===== src/rtl/sensor_scan_ctrl_pkg.sv =====
// -----------------------------------------------------------------------------
// sensor_scan_ctrl_pkg
// Shared definitions for the sensor-matrix scan blocks: matrix geometry, the
// scan-state encoding and a row one-hot helper.
// -----------------------------------------------------------------------------
package sensor_scan_ctrl_pkg;

    localparam int NUM_ROWS = 8;
    localparam int NUM_COLS = 5;

    // Two bits cover all four states, so every encoding has a defined meaning.
    typedef enum logic [1:0] {
        ST_IDLE   = 2'd0,
        ST_SETTLE = 2'd1,
        ST_SAMPLE = 2'd2,
        ST_REPORT = 2'd3
    } scan_state_e;

    // One-hot row drive pattern for a row index (bit0 = bottom row).
    function automatic logic [NUM_ROWS-1:0] row_onehot(input logic [2:0] row);
        logic [NUM_ROWS-1:0] v;
        v      = {NUM_ROWS{1'b0}};
        v[row] = 1'b1;
        return v;
    endfunction

endpackage


===== src/rtl/sensor_scan_ctrl_col_first_hit.sv =====
// -----------------------------------------------------------------------------
// col_first_hit
// Combinational priority encoder: reports the index of the lowest set bit of
// the column sense vector (bit0 = right-most column) and whether any bit is set.
// Ports:
//   col  in   NUM_COLS  column hits for the currently driven row
//   idx  out  4         index of the lowest set bit, 0 when no hit
//   hit  out  1         at least one column bit is set
// -----------------------------------------------------------------------------
module col_first_hit
    import sensor_scan_ctrl_pkg::*;
(
    input  logic [NUM_COLS-1:0] col,
    output logic [3:0]          idx,
    output logic                hit
);

    // Lowest set bit wins so the reported column is deterministic.
    always_comb begin
        idx = 4'd0;
        hit = 1'b0;
        casez (col)
            5'b????1: begin idx = 4'd0; hit = 1'b1; end
            5'b???10: begin idx = 4'd1; hit = 1'b1; end
            5'b??100: begin idx = 4'd2; hit = 1'b1; end
            5'b?1000: begin idx = 4'd3; hit = 1'b1; end
            5'b10000: begin idx = 4'd4; hit = 1'b1; end
            default:  begin idx = 4'd0; hit = 1'b0; end
        endcase
    end

endmodule


===== src/rtl/sensor_scan_ctrl.sv =====
// -----------------------------------------------------------------------------
// sensor_scan_ctrl
// Scans an 8x5 sensor matrix one row at a time, lets each row settle for
// SETTLE_TICKS scan ticks, samples it once, and publishes the first hit of
// each frame as a debounced ball position.
// Ports:
//   clk           in   1         system clock, rising edge
//   rst_n         in   1         asynchronous active-low reset
//   clk_en        in   1         scan tick; scanning advances only when high
//   col_in        in   5         column hits of the driven row (bit0 = right)
//   row_sel       out  8         one-hot row drive (bit0 = bottom)
//   ball_detected out  1         ball present, cleared after MISS_FRAMES empty frames
//   x_pos_calc    out  4         row of the published hit
//   y_pos_calc    out  4         column of the published hit
//   frame_valid   out  1         one-clk pulse coinciding with freshly published results
// -----------------------------------------------------------------------------
module sensor_scan_ctrl
    import sensor_scan_ctrl_pkg::*;
#(
    parameter int SETTLE_TICKS = 2,
    parameter int MISS_FRAMES  = 3
)
(
    input  logic                clk,
    input  logic                rst_n,
    input  logic                clk_en,
    input  logic [NUM_COLS-1:0] col_in,
    output logic [NUM_ROWS-1:0] row_sel,
    output logic                ball_detected,
    output logic [3:0]          x_pos_calc,
    output logic [3:0]          y_pos_calc,
    output logic                frame_valid
);

    localparam logic [3:0] SETTLE_LAST = 4'(SETTLE_TICKS - 1);
    localparam logic [3:0] MISS_LIMIT  = 4'(MISS_FRAMES);
    localparam logic [2:0] LAST_ROW    = 3'(NUM_ROWS - 1);

    scan_state_e         state_r;
    logic [2:0]          row_r;
    logic [3:0]          settle_r;
    logic [3:0]          miss_r;
    logic                hit_flag_r;
    logic [2:0]          frame_x_r;
    logic [3:0]          frame_y_r;
    logic [NUM_ROWS-1:0] row_sel_r;
    logic                ball_r;
    logic [3:0]          x_pos_r;
    logic [3:0]          y_pos_r;
    logic                frame_valid_r;

    logic [3:0]          hit_idx_s;
    logic                hit_s;

    col_first_hit u_col_first_hit (
        .col (col_in),
        .idx (hit_idx_s),
        .hit (hit_s)
    );

    // Scan FSM, frame accumulation and registered result outputs.
    // row_sel is computed together with the next state so it is a clean flop
    // output. frame_valid rises on the edge that ends REPORT, together with the
    // updated position/ball outputs, so a consumer sees a coherent result.
    always_ff @(posedge clk or negedge rst_n) begin
        if (!rst_n) begin
            state_r       <= ST_IDLE;
            row_r         <= 3'd0;
            settle_r      <= 4'd0;
            miss_r        <= 4'd0;
            hit_flag_r    <= 1'b0;
            frame_x_r     <= 3'd0;
            frame_y_r     <= 4'd0;
            row_sel_r     <= {NUM_ROWS{1'b0}};
            ball_r        <= 1'b0;
            x_pos_r       <= 4'd0;
            y_pos_r       <= 4'd0;
            frame_valid_r <= 1'b0;
        end else begin
            frame_valid_r <= 1'b0;
            case (state_r)
                ST_IDLE: begin
                    if (clk_en) begin
                        state_r    <= ST_SETTLE;
                        row_r      <= 3'd0;
                        settle_r   <= 4'd0;
                        hit_flag_r <= 1'b0;
                        row_sel_r  <= row_onehot(3'd0);
                    end
                end
                ST_SETTLE: begin
                    // The row dwells SETTLE_TICKS ticks here before its sample tick.
                    if (clk_en) begin
                        if (settle_r == SETTLE_LAST) begin
                            state_r <= ST_SAMPLE;
                        end else begin
                            settle_r <= settle_r + 4'd1;
                        end
                    end
                end
                ST_SAMPLE: begin
                    if (clk_en) begin
                        // Only the first hit of a frame is kept.
                        if (hit_s && !hit_flag_r) begin
                            frame_x_r  <= row_r;
                            frame_y_r  <= hit_idx_s;
                            hit_flag_r <= 1'b1;
                        end
                        if (row_r == LAST_ROW) begin
                            state_r   <= ST_REPORT;
                            row_sel_r <= {NUM_ROWS{1'b0}};
                        end else begin
                            state_r   <= ST_SETTLE;
                            row_r     <= row_r + 3'd1;
                            settle_r  <= 4'd0;
                            row_sel_r <= row_onehot(row_r + 3'd1);
                        end
                    end
                end
                ST_REPORT: begin
                    // Single clk regardless of clk_en, then restart at row 0.
                    frame_valid_r <= 1'b1;
                    if (hit_flag_r) begin
                        x_pos_r <= {1'b0, frame_x_r};
                        y_pos_r <= frame_y_r;
                        ball_r  <= 1'b1;
                        miss_r  <= 4'd0;
                    end else if (miss_r < MISS_LIMIT) begin
                        miss_r <= miss_r + 4'd1;
                        if ((miss_r + 4'd1) >= MISS_LIMIT) begin
                            ball_r <= 1'b0;
                        end
                    end else begin
                        ball_r <= 1'b0;
                    end
                    state_r    <= ST_SETTLE;
                    row_r      <= 3'd0;
                    settle_r   <= 4'd0;
                    hit_flag_r <= 1'b0;
                    row_sel_r  <= row_onehot(3'd0);
                end
                default: begin
                    state_r   <= ST_IDLE;
                    row_sel_r <= {NUM_ROWS{1'b0}};
                end
            endcase
        end
    end

    assign row_sel       = row_sel_r;
    assign ball_detected = ball_r;
    assign x_pos_calc    = x_pos_r;
    assign y_pos_calc    = y_pos_r;
    assign frame_valid   = frame_valid_r;

endmodule

===== config.mk =====
export PLATFORM = sky130hd
export DESIGN_NAME = sensor_scan_ctrl
export DESIGN_NICKNAME = d
export VERILOG_FILES = /design/src/rtl/sensor_scan_ctrl_pkg.sv /design/src/rtl/sensor_scan_ctrl_col_first_hit.sv /design/src/rtl/sensor_scan_ctrl.sv
export SDC_FILE = /design/constraint.sdc
export NUM_CORES = 1
export LEC_CHECK = 0
export ABC_CLOCK_PERIOD_IN_PS = 1740
export BUFFER_PORTS_ARGS = -buffer_cell sky130_fd_sc_hd__buf_2
export CAP_MARGIN = 15
export CELL_PAD_IN_SITES_DETAIL_PLACEMENT = 2
export CELL_PAD_IN_SITES_GLOBAL_PLACEMENT = 2
export CORE_MARGIN = 2
export CORE_UTILIZATION = 33
export CTS_CLUSTER_DIAMETER = 80
export DETAILED_ROUTE_END_ITERATION = 10
export GPL_ROUTABILITY_DRIVEN = 0
export HOLD_SLACK_MARGIN = 0.08
export PLACE_DENSITY_LB_ADDON = 0.1
export SKIP_CTS_REPAIR_TIMING = 1
export SLEW_MARGIN = 20
export SYNTH_ARGS = -nofsm -noshare
export SYNTH_HDL_FRONTEND = slang
export SYNTH_SLANG_ARGS = --single-unit

===== constraint.sdc =====
create_clock -name clk -period 1.74 [get_ports clk]
set_input_delay 0.348 -clock clk [delete_from_list [all_inputs] [get_ports clk]]
set_output_delay 0.348 -clock clk [all_outputs]
set_load 0.005 [all_outputs]

==> results of run 1 <==
per-stage QoR:
step / utilization / hold WS (ns) / worst slack, ns / total power, mW
floorplan: - / 0.0524 / 0.0189 / 1.88
global placement: 0.400 / 0.415 / 0.0805 / 2.27
detailed placement: 0.400 / 0.428 / 0.0276 / 2.34
CTS: 0.415 / 0.114 / -0.000294 / 2.92
global route: 0.428 / 0.120 / -0.0227 / 3.21
finish: 0.428 / 0.103 / 0.0735 / 2.92
metal layers:
metal	vias to the layer above	track usage	wire, um
li1	626	-	-
met1	654	0.193	1780
met2	15	0.274	2270
met3	2	0.0424	92
met4	0	0.0536	24
met5	-	0	0
cell families (layout without fill, tap and decap cells):
group	after synthesis	after routing
other	1	2
AND/OR/NAND/NOR	38	38
multiplexers	12	12
buffers and inverters	14	60
flip-flops	36	36
adder cells (fa/ha/maj)	11	11
XOR/XNOR	2	2
AO/OA/AOI/OAI	36	36
flip-flops by register name (all words and copies together), names as in the netlist, 2 cells and up:
register and count:
state_r 2, frame_y_r 3, row_sel 8, y_pos_calc 3, miss_r 4, settle_r 4
frame_x_r 3, x_pos_calc 3, row_r 3
worst paths after layout:
path                                      end  slack (ns)
worst max-delay path              settle_r[2]        0.07
worst min-delay path            y_pos_calc[2]        0.10
worst max register to register    settle_r[2]        0.07
worst min register to register     row_sel[2]        0.49
max in group asynchronous          state_r[0]        1.30
min in group clk                 frame_y_r[0]        0.29
final cells by class:
cell class,instances,area [um2],area share
multi-input combinational,101,831,0.377
inverter,10,37.5,0.0171
timing repair buffer,43,265,0.121
clock inverter,1,5.00,0.00227
sequential,36,902,0.410
clock buffer,6,72.6,0.0330
tap,70,87.6,0.0398
cells in the final DEF, fill, tap and decap left out, types with 2 or more instances in the layout:
cell type / count
dfrtp_1: 35
buf_2: 23
buf_4: 20
nand2_1: 13
inv_1: 10
mux2_2: 8
a21oi_1: 7
ha_1: 7
nor2_1: 5
a22o_1: 5
o31ai_1: 5
a32o_1: 5
clkbuf_8: 5
o21ai_0: 4
ha_2: 4
nor3_1: 3
mux2_4: 2
and2_1: 2
nor3b_2: 2
o211ai_1: 2
conb_1: 2
power breakdown:
group          internal (mW)  switching, mW
Sequential              1.02          0.125
Clock                  0.272          0.276
Combinational          0.605          0.624
==> results by group, run 1 <==
Status
  – Status: complete, no violations

Setup path
  – Critical path class: flop to flop
  – WP buf/inv: 0
  – Top cell family by delay on the critical path: simple AND/OR/NAND/NOR gates
  – CP arrival: 1.88 ns
  – Crit path from: row_r[0]
  – Worst setup SP type: flop
  – RR Startpoint: row_r[0]
  – CP most frequent cell: ha_2
  – Crit path required time: 1.95 ns
  – Slowest-stage cell, CP: or4b_1
  – FF-to-FF path depth: 6
  – Critical Path Stages: 6
  – Worst path max stage delay: 0.48 ns
  – Critical-path maximum fanout: 4
  – CP cell instances: ha_2 > ha_2 > nand2_2 > o21ai_2 > or4b_1 > a21oi_2
  – Setup crit end kind: flop

Yosys
  – Simple-gate share of the synthesized area: 0.118
  – Post-synthesis mux area share: 0.0861
  – Commonest cells post-synth: 36 x dfrtp_1, 14 x nand2_1, 11 x ha_1
  – Largest area contributor in the netlist: dfrtp_1
  – Post-synthesis xor/xnor area fraction: 0.00988
  – Synthesis warning total: 0
  – Prevailing post-synth register cell: dfrtp_1
  – Synth Area in Compound Gates: 0.156
  – Most instantiated library cell after synthesis: dfrtp_1
  – Async S/R FF share, synth: 1.00
  – Synth Cell Area: 1770 um2
  – Yosys top cell area share: 0.508
  – Adder-Cell Fraction of Synth Area: 0.0776
  – Synth Instances: 150
  – Mean area per synthesized cell: 11.8 um2
  – Post-synthesis sequential area ratio: 0.508
  – Largest family of logic cells by synthesized area: compound AO/OA/AOI/OAI gates
  – Area contributors post-synth: dfrtp_1 51%, ha_1 7.8%, mux2_2 5.1%
  – Synthesized flop and latch total: 36
  – Number of synthesized flops with an enable pin: 0
  – Synth cell types: 40

STA
  – Max Slew Vio Count: 0
  – Final Setup Violations: 0
  – Final period util: 0.958
  – Tmin final: 1.67 ns
  – Final-report hold violation count: 0
  – Fmax: 600 MHz
  – Setup TNS: 0 ns
  – Final setup skew: about 0.0034 ns

Power
  – Leak Pwr: 1.08 nW
  – Power density over cell area: 1330 nW/um2
  – Maximum VDD drop: 0.488 mV

Finish
  – Number of fill cells: 566
  – Area Growth Syn to Fin: 24.1%
  – Nets: roughly 220
  – Non-Filler Instances: 267
  – Share of layout cells above drive strength 1: 0.396
  – Ant diodes: 0
  – Final non-filler cell area: 2200 um2

Die
  – Die area: 5970 um2
  – Die Y-Extent: between 70 and 80 um
  – Row cnt: 26
  – Initial Util: 0.345
  – Core ar.: 5140 um2
  – Io pins: 26
  – Die X-Extent: 77.3 um

Place
  – IO buf count: 23
  – Detailed placement HPWL: 3170 um
  – Placed cell count: 255
  – DP Area: 2060 um2

Clock tree
  – Clk_lat worst skew: 0.28 ns
  – Max clock buf depth: 2
  – Cts bufs inserted: 5
  – Clock-pin slew on the worst setup and hold paths: roughly 0.070 ns
  – CTS root buf: clkbuf_8
  – CTS tree: built
  – H-tree depth: 2
  – Clk sinks: 36

Global route
  – Grt total ovfl: 0
  – Vias in the first global route: 1466
  – Largest net degree at the start of global routing: 37
  – GRT Resource Usage Total: 0.159
  – First-pass GRT wire length: 7340 um
  – Antenna violations before repair: 0

Detailed routing
  – Drt total wl: 4170 um
  – First-pass DRT Iterations: 4
  – Vias: 1297
  – WL/cell: 15.6 um
  – Drc violations: 0
  – Via-per-instance ratio: 4.86
  – Initial DRC count: 49
  – Post-DRT Antenna Nets: 0

Run
  – Max-cap violations: 0

Min path
  – Worst Hold Class: primary input to async pin
Note: power is estimated with default switching activity, not from simulation.
==> run 2: changes to the inputs <==
--- a/config.mk
+++ b/config.mk
@@ -5,13 +5,13 @@
 export SDC_FILE = /design/constraint.sdc
 export NUM_CORES = 1
 export LEC_CHECK = 0
+export ABC_AREA = 1
 export ABC_CLOCK_PERIOD_IN_PS = 1740
 export BUFFER_PORTS_ARGS = -buffer_cell sky130_fd_sc_hd__buf_2
 export CAP_MARGIN = 15
 export CELL_PAD_IN_SITES_DETAIL_PLACEMENT = 2
 export CELL_PAD_IN_SITES_GLOBAL_PLACEMENT = 2
-export CORE_MARGIN = 2
-export CORE_UTILIZATION = 33
+export CORE_UTILIZATION = 30
 export CTS_CLUSTER_DIAMETER = 80
 export DETAILED_ROUTE_END_ITERATION = 10
 export GPL_ROUTABILITY_DRIVEN = 0
==> results by group, run 2 <==
Detailed routing
  – Post-DRT Antenna Nets: 0
  – Via-per-instance ratio: 4.54
  – Metal-1 WL: 2140 um
  – Vias: 1524
  – Drc violations: 0
  – First-pass DRT Iterations: 2
  – Met3 WL: 157 um
  – WL/cell: 13.3 um
  – Drt total wl: 4480 um
  – Routed wl met2: 2120 um
  – Highest metal used: met4
  – Initial DRC count: 12

Power
  – Maximum VDD drop: 0.508 mV
  – Logic pwr share: 0.369
  – Leak Pwr: 1.19 nW
  – Power density over cell area: 1380 nW/um2
  – Pint: 1.89 mW
  – Power share of the sequential group: 0.390
  – Clock share of power: 0.241
  – Switching share of total power: 0.378
  – Switch Pwr: 1.15 mW

Yosys
  – Simple-gate share of the synthesized area: 0.280
  – Synth Area in Compound Gates: 0.0657
  – Area contributors post-synth: dfrtp_1 49%, nand2_1 13%, ha_1 7.5%
  – Adder-Cell Fraction of Synth Area: 0.0745
  – Post-synthesis mux area share: 0
  – Commonest cells post-synth: 66 x nand2_1, 36 x dfrtp_1, 34 x inv_1
  – Async S/R FF share, synth: 1.00
  – Yosys top cell area share: 0.488
  – Most instantiated library cell after synthesis: nand2_1
  – Synth Instances: 225
  – Prevailing post-synth register cell: dfrtp_1
  – Largest area contributor in the netlist: dfrtp_1
  – Synth Cell Area: 1850 um2
  – Post-synthesis xor/xnor area fraction: 0.00474
  – Synth cell types: 23
  – Largest family of logic cells by synthesized area: simple AND/OR/NAND/NOR gates
  – Synthesis warning total: 0
  – Mean area per synthesized cell: 8.21 um2
  – Synthesized flop and latch total: 36
  – Number of synthesized flops with an enable pin: 0
  – Post-synthesis sequential area ratio: 0.488

Clock tree
  – CTS root buf: clkbuf_8
  – Clk sinks: 36
  – Clk_lat worst skew: 0.29 ns
  – CTS tree: built
  – Max clock buf depth: 2
  – Cts bufs inserted: 5
  – H-tree depth: 2
  – Clock-pin slew on the worst setup and hold paths: 0.08 ns

STA
  – RSZ-0062 raised after global routing: false
  – Final Setup Violations: 0
  – Fmax: roughly 640 MHz
  – Max Slew Vio Count: 0
  – Final-report hold violation count: 0
  – Tmin final: 1.56 ns
  – Final period util: 0.898
  – Final setup skew: 0.00927 ns
  – Worst Hold Slack: 0.353 ns
  – Setup TNS: 0 ns

Finish
  – Most frequent cells in the layout: 66 x nand2_1, 36 x dfrtp_1, 34 x inv_1, 23 x buf_2, 20 x nor2_1
  – Area Growth Syn to Fin: 19.3%
  – Number of fill cells: 701
  – Multi-input logic area: 800 um2
  – Most common cell after layout, fill and taps aside: nand2_1
  – Nets: 279
  – Ant diodes: 0
  – Max reg flops: 8
  – Share of layout cells above drive strength 1: 0.176
  – Storage cell area: 901 um2
  – Final non-filler cell area: roughly 2200 um2

Setup path
  – Critical path class: flop to flop
  – Top cell family by delay on the critical path: simple AND/OR/NAND/NOR gates
  – Setup crit end kind: flop
  – Worst setup SP type: flop
  – Crit path required time: approximately 1.9 ns
  – CP cell instances: ha_1 > ha_1 > nand2_1 > inv_1 > nor2_1 > nand3_2 > nand2_1 > nand2_1
  – WP buf/inv: 1
  – CP most frequent cell: nand2_1
  – Worst path max stage delay: 0.41 ns
  – CP arrival: around 1.7 ns
  – Critical-path maximum fanout: 4
  – Slowest-stage cell, CP: dfrtp_1

Run
  – Max-cap violations: 0

Die
  – Die area: approximately 6500 um2
  – Io pins: 26
  – Die Y-Extent: 80.5 um
  – Core ar.: 5920 um2
  – Row cnt: 28
  – Initial Util: 0.312
  – Die X-Extent: around 80 um

Place
  – IO buf count: 23
  – DP Area: 2080 um2
  – Detailed placement HPWL: approximately 3500 um

Global route
  – Vias in the first global route: 1658
  – Largest net degree at the start of global routing: 20
  – First-pass GRT wire length: 7760 um
  – Antenna violations before repair: 0
  – GRT Resource Usage Total: 0.160
  – Grt total ovfl: 0

Min path
  – Worst Hold Class: primary input to flop

Status
  – Status: complete, no violations
run 2: cell count changes after synthesis, sizes merged, moves of 4 or more:
cell,delta
nand4,+4
inv,+24
o31ai,-6
nand3,+18
o21ai,+9
mux2,-10
a32o,-5
a22o,-5
nand2,+54
nor2,+17
a21oi,-4
run 2: area by class of cell:
| cell class | count | area share |
|---|---|---|
| Inverter | 35 | 0.0596 |
| Clock buffer | 6 | 0.0329 |
| Timing Repair Buffer | 30 | 0.0772 |
| Tap cell | 75 | 0.0426 |
| Clock inverter | 2 | 0.0159 |
| Sequential cell | 36 | 0.409 |
| Multi-Input combinational cell | 152 | 0.363 |
run 2: routing by layer:
| metal | global-route usage | vias to the layer above |
|---|---|---|
| met1 | 0.204 | 723 |
| met4 | 0.0536 | 0 |
| li1 | - | 768 |
| met2 | 0.263 | 26 |
| met5 | 0 | - |
| met3 | 0.0386 | 7 |
run 2: worst paths after layout:
| kind | start | endpoint | slack (ns) | depth (start not counted) |
|---|---|---|---|---|
| min reg2reg | ball_detected | ball_detected | 0.48 | 2 |
| max | row_r[1] | settle_r[1] | 0.18 | 8 |
| min in group asynchronous | rst_n | x_pos_calc[1] | 0.52 | 2 |
| min | col_in[2] | frame_y_r[1] | 0.35 | 3 |
| max in group asynchronous | rst_n | miss_r[1] | 0.71 | 3 |
| max reg2reg | row_r[1] | settle_r[1] | 0.18 | 8 |
run 2: power groups by stage:
| stage | clock [mW] | combinational [mW] | sequential, mW |
|---|---|---|---|
| 6_report | 0.732 | 1.12 | 1.19 |
| 2_1_floorplan | 0 | 0.732 | 1.21 |
| 3_5_place_dp | 0 | 1.14 | 1.21 |
| 5_1_grt | 0.796 | 1.33 | 1.21 |
| 4_1_cts | 0.763 | 1.15 | 1.19 |
| 3_3_place_gp | 0 | 1.12 | 1.20 |
run 2: cell families after synthesis:
group           Yosys count
compound gates           20
other cells               1
flops                    36
xor+xnor                  1
buf+inv                  38
fa+ha+maj                11
simple gates            118
run 2: per-stage QoR:
step                      instances  utilization  setup slack [ns]  power [mW]
after floorplan                 226            -             0.290        1.95
after global placement          327        0.351             0.150        2.32
after detailed placement        327        0.351             0.120        2.35
after CTS                       335        0.369            0.0978        3.11
after global routing            336        0.372           0.00747        3.34
final                           336        0.372             0.178        3.04
run 2: worst min-delay path: stages:
cell,delay (ns)
buf_2,0.10
o211ai_1,0.10
nand2_1,0.07
==> run 3: changes to the inputs <==
--- a/config.mk
+++ b/config.mk
@@ -6,14 +6,14 @@
 export NUM_CORES = 1
 export LEC_CHECK = 0
 export ABC_AREA = 1
-export ABC_CLOCK_PERIOD_IN_PS = 1740
-export BUFFER_PORTS_ARGS = -buffer_cell sky130_fd_sc_hd__buf_2
+export ABC_CLOCK_PERIOD_IN_PS = 1400
 export CAP_MARGIN = 15
 export CELL_PAD_IN_SITES_DETAIL_PLACEMENT = 2
 export CELL_PAD_IN_SITES_GLOBAL_PLACEMENT = 2
-export CORE_UTILIZATION = 30
+export CORE_UTILIZATION = 33
 export CTS_CLUSTER_DIAMETER = 80
 export DETAILED_ROUTE_END_ITERATION = 10
+export DONT_BUFFER_PORTS = 1
 export GPL_ROUTABILITY_DRIVEN = 0
 export HOLD_SLACK_MARGIN = 0.08
 export PLACE_DENSITY_LB_ADDON = 0.1
==> constraint.sdc (replaced) <==
create_clock -name clk -period 1.4 [get_ports clk]
set_input_delay 0.28 -clock clk [delete_from_list [all_inputs] [get_ports clk]]
set_output_delay 0.28 -clock clk [all_outputs]
set_load 0.005 [all_outputs]
==> results by group, run 3 (synthesis gave the netlist of run 2 again) <==
Global route
  – Largest net degree at the start of global routing: 37
  – GRT Resource Usage Total: 0.172
  – First-pass GRT wire length: 7950 um
  – Antenna violations before repair: 0
  – Grt total ovfl: 0
  – Vias in the first global route: 1707

Die
  – Die area: 5900 um2
  – Core ar.: 5240 um2
  – Row cnt: 26
  – Die X-Extent: 76.8 um
  – Initial Util: 0.353
  – Io pins: 26
  – Die Y-Extent: between 70 and 80 um

Place
  – Place WS: -0.134 ns
  – IO buf count: 0
  – Detailed placement HPWL: between 3000 and 4000 um
  – Placed cell count: 309

Power
  – Leak Pwr: about 1.2 nW
  – Power density over cell area: 1740 nW/um2
  – Maximum VDD drop: 0.516 mV

STA
  – Final-report hold violation count: 0
  – Fmax: roughly 700 MHz
  – Final setup skew: 0.00768 ns
  – Setup ws final: -0.0300 ns
  – Final period util: 1.02
  – Tmin final: around 1.4 ns
  – Final Setup Violations: 12
  – RSZ-0062 raised after global routing: true
  – Worst Hold Slack: 0.153 ns
  – Setup TNS: -0.135 ns
  – Max Slew Vio Count: 0

Finish
  – Number of fill cells: 601
  – Ant diodes: 0
  – Share of layout cells above drive strength 1: 0.276
  – Area Growth Syn to Fin: 28.1%
  – Most common cell after layout, fill and taps aside: nand2_1
  – Most frequent cells in the layout: 55 x nand2_1, 34 x dfrtp_1, 31 x inv_1, 19 x buf_4, 17 x nand3_1
  – Non-Filler Instances: 324
  – Fin util: 0.452
  – Max reg flops: 8
  – Nets: ~270

Detailed routing
  – Drc violations: 0
  – First-pass DRT Iterations: 4
  – Post-DRT Antenna Nets: 0
  – WL/cell: between 15 and 20 um
  – Vias: 1536
  – Via-per-instance ratio: 4.74
  – Initial DRC count: 42
  – Drt total wl: 5140 um

Status
  – Failing checks: negative setup slack
  – Status: complete, but fails checks

Clock tree
  – CTS root buf: clkbuf_8
  – Clk sinks: 36
  – H-tree depth: 2
  – Cts bufs inserted: 5
  – Clock-pin slew on the worst setup and hold paths: approximately 0.07 ns
  – Clk_lat worst skew: 0.29 ns
  – CTS tree: built
  – Max clock buf depth: 2

Setup path
  – Critical-path maximum fanout: 5
  – Top cell family by delay on the critical path: flip-flops
  – Flop2flop setup slack: -0.03 ns
  – Critical path class: flop to flop
  – Crit path required time: 1.61 ns
  – Slowest-stage cell, CP: dfrtp_2
  – CP cell instances: inv_4 > ha_4 > inv_4 > buf_6 > nand3b_1 > nand2_1 > nand2_2 > nand2_1 > o21ai_1
  – WP buf/inv: 3
  – Worst setup SP type: flop
  – CP arrival: 1.64 ns
  – Setup crit end kind: flop
  – Worst path max stage delay: roughly 0.47 ns

Min path
  – Worst Hold Class: primary input to flop

Run
  – Max-cap violations: 0
## run 3: cell count changes in the layout (fill, tap and decap cells not counted), moves of 4 or more
cell / before / now
nand2_4: 0 / 4
nand2_2: 2 / 9
o21ai_1: 0 / 5
nor2_1: 20 / 13
buf_2: 23 / 0
buf_4: 6 / 19
nor2_4: 1 / 5
o21ai_0: 13 / 6
ha_1: 11 / 7
nand2_1: 66 / 55
## run 3: metal layers
metal / up-vias / GRT usage / share of wire
li1: 754 / - / -
met5: - / 0 / 0
met4: 0 / 0.0519 / 0.0088
met2: 24 / 0.334 / 0.56
met1: 752 / 0.182 / 0.41
met3: 6 / 0.0381 / 0.026
## run 3: final timing paths
| path | from | endpoint | cells after the start |
|---|---|---|---|
| max | state_r[0] | state_r[0] | 9 |
| min | col_in[0] | frame_y_r[0] | 3 |
| max reg2reg | state_r[0] | state_r[0] | 9 |
| min reg2reg | frame_y_r[0] | y_pos_calc[0] | 2 |
| max in group asynchronous | rst_n | state_r[1] | 2 |
| min in group asynchronous | rst_n | frame_y_r[2] | 2 |
## run 3: worst reg2reg max path, cell delays in order (launching register included)
cell      delay (ns)
dfrtp_2         0.47
inv_4           0.10
ha_4            0.20
inv_4           0.07
buf_6           0.11
nand3b_1        0.07
nand2_1         0.06
nand2_2         0.10
nand2_1         0.07
o21ai_1         0.09
## run 3: through the flow
step	total power [mW]	area, um2
after CTS	3.81	2150
final	4.13	2370
after detailed placement	2.99	2060
after floorplan	2.43	1860
after global routing	4.44	2370
after global placement	2.87	2060
## run 3: cell type report
class	instances	area, um2	share of cell area
inverters	35	140	0.0592
clock inverters	1	7.51	0.00317
multi-input cells	152	937	0.396
clock buffers	7	86.3	0.0365
repair buffers	23	204	0.0862
flip-flops and latches	36	903	0.382
well taps	70	87.6	0.0370
## run 3: power by group
group / total (mW) / internal (mW) / switching (mW)
Clock: 0.776 / 0.400 / 0.376
Sequential: 1.55 / 1.30 / 0.245
Combinational: 1.80 / 0.763 / 1.04
Total: 4.13 / 2.47 / 1.66
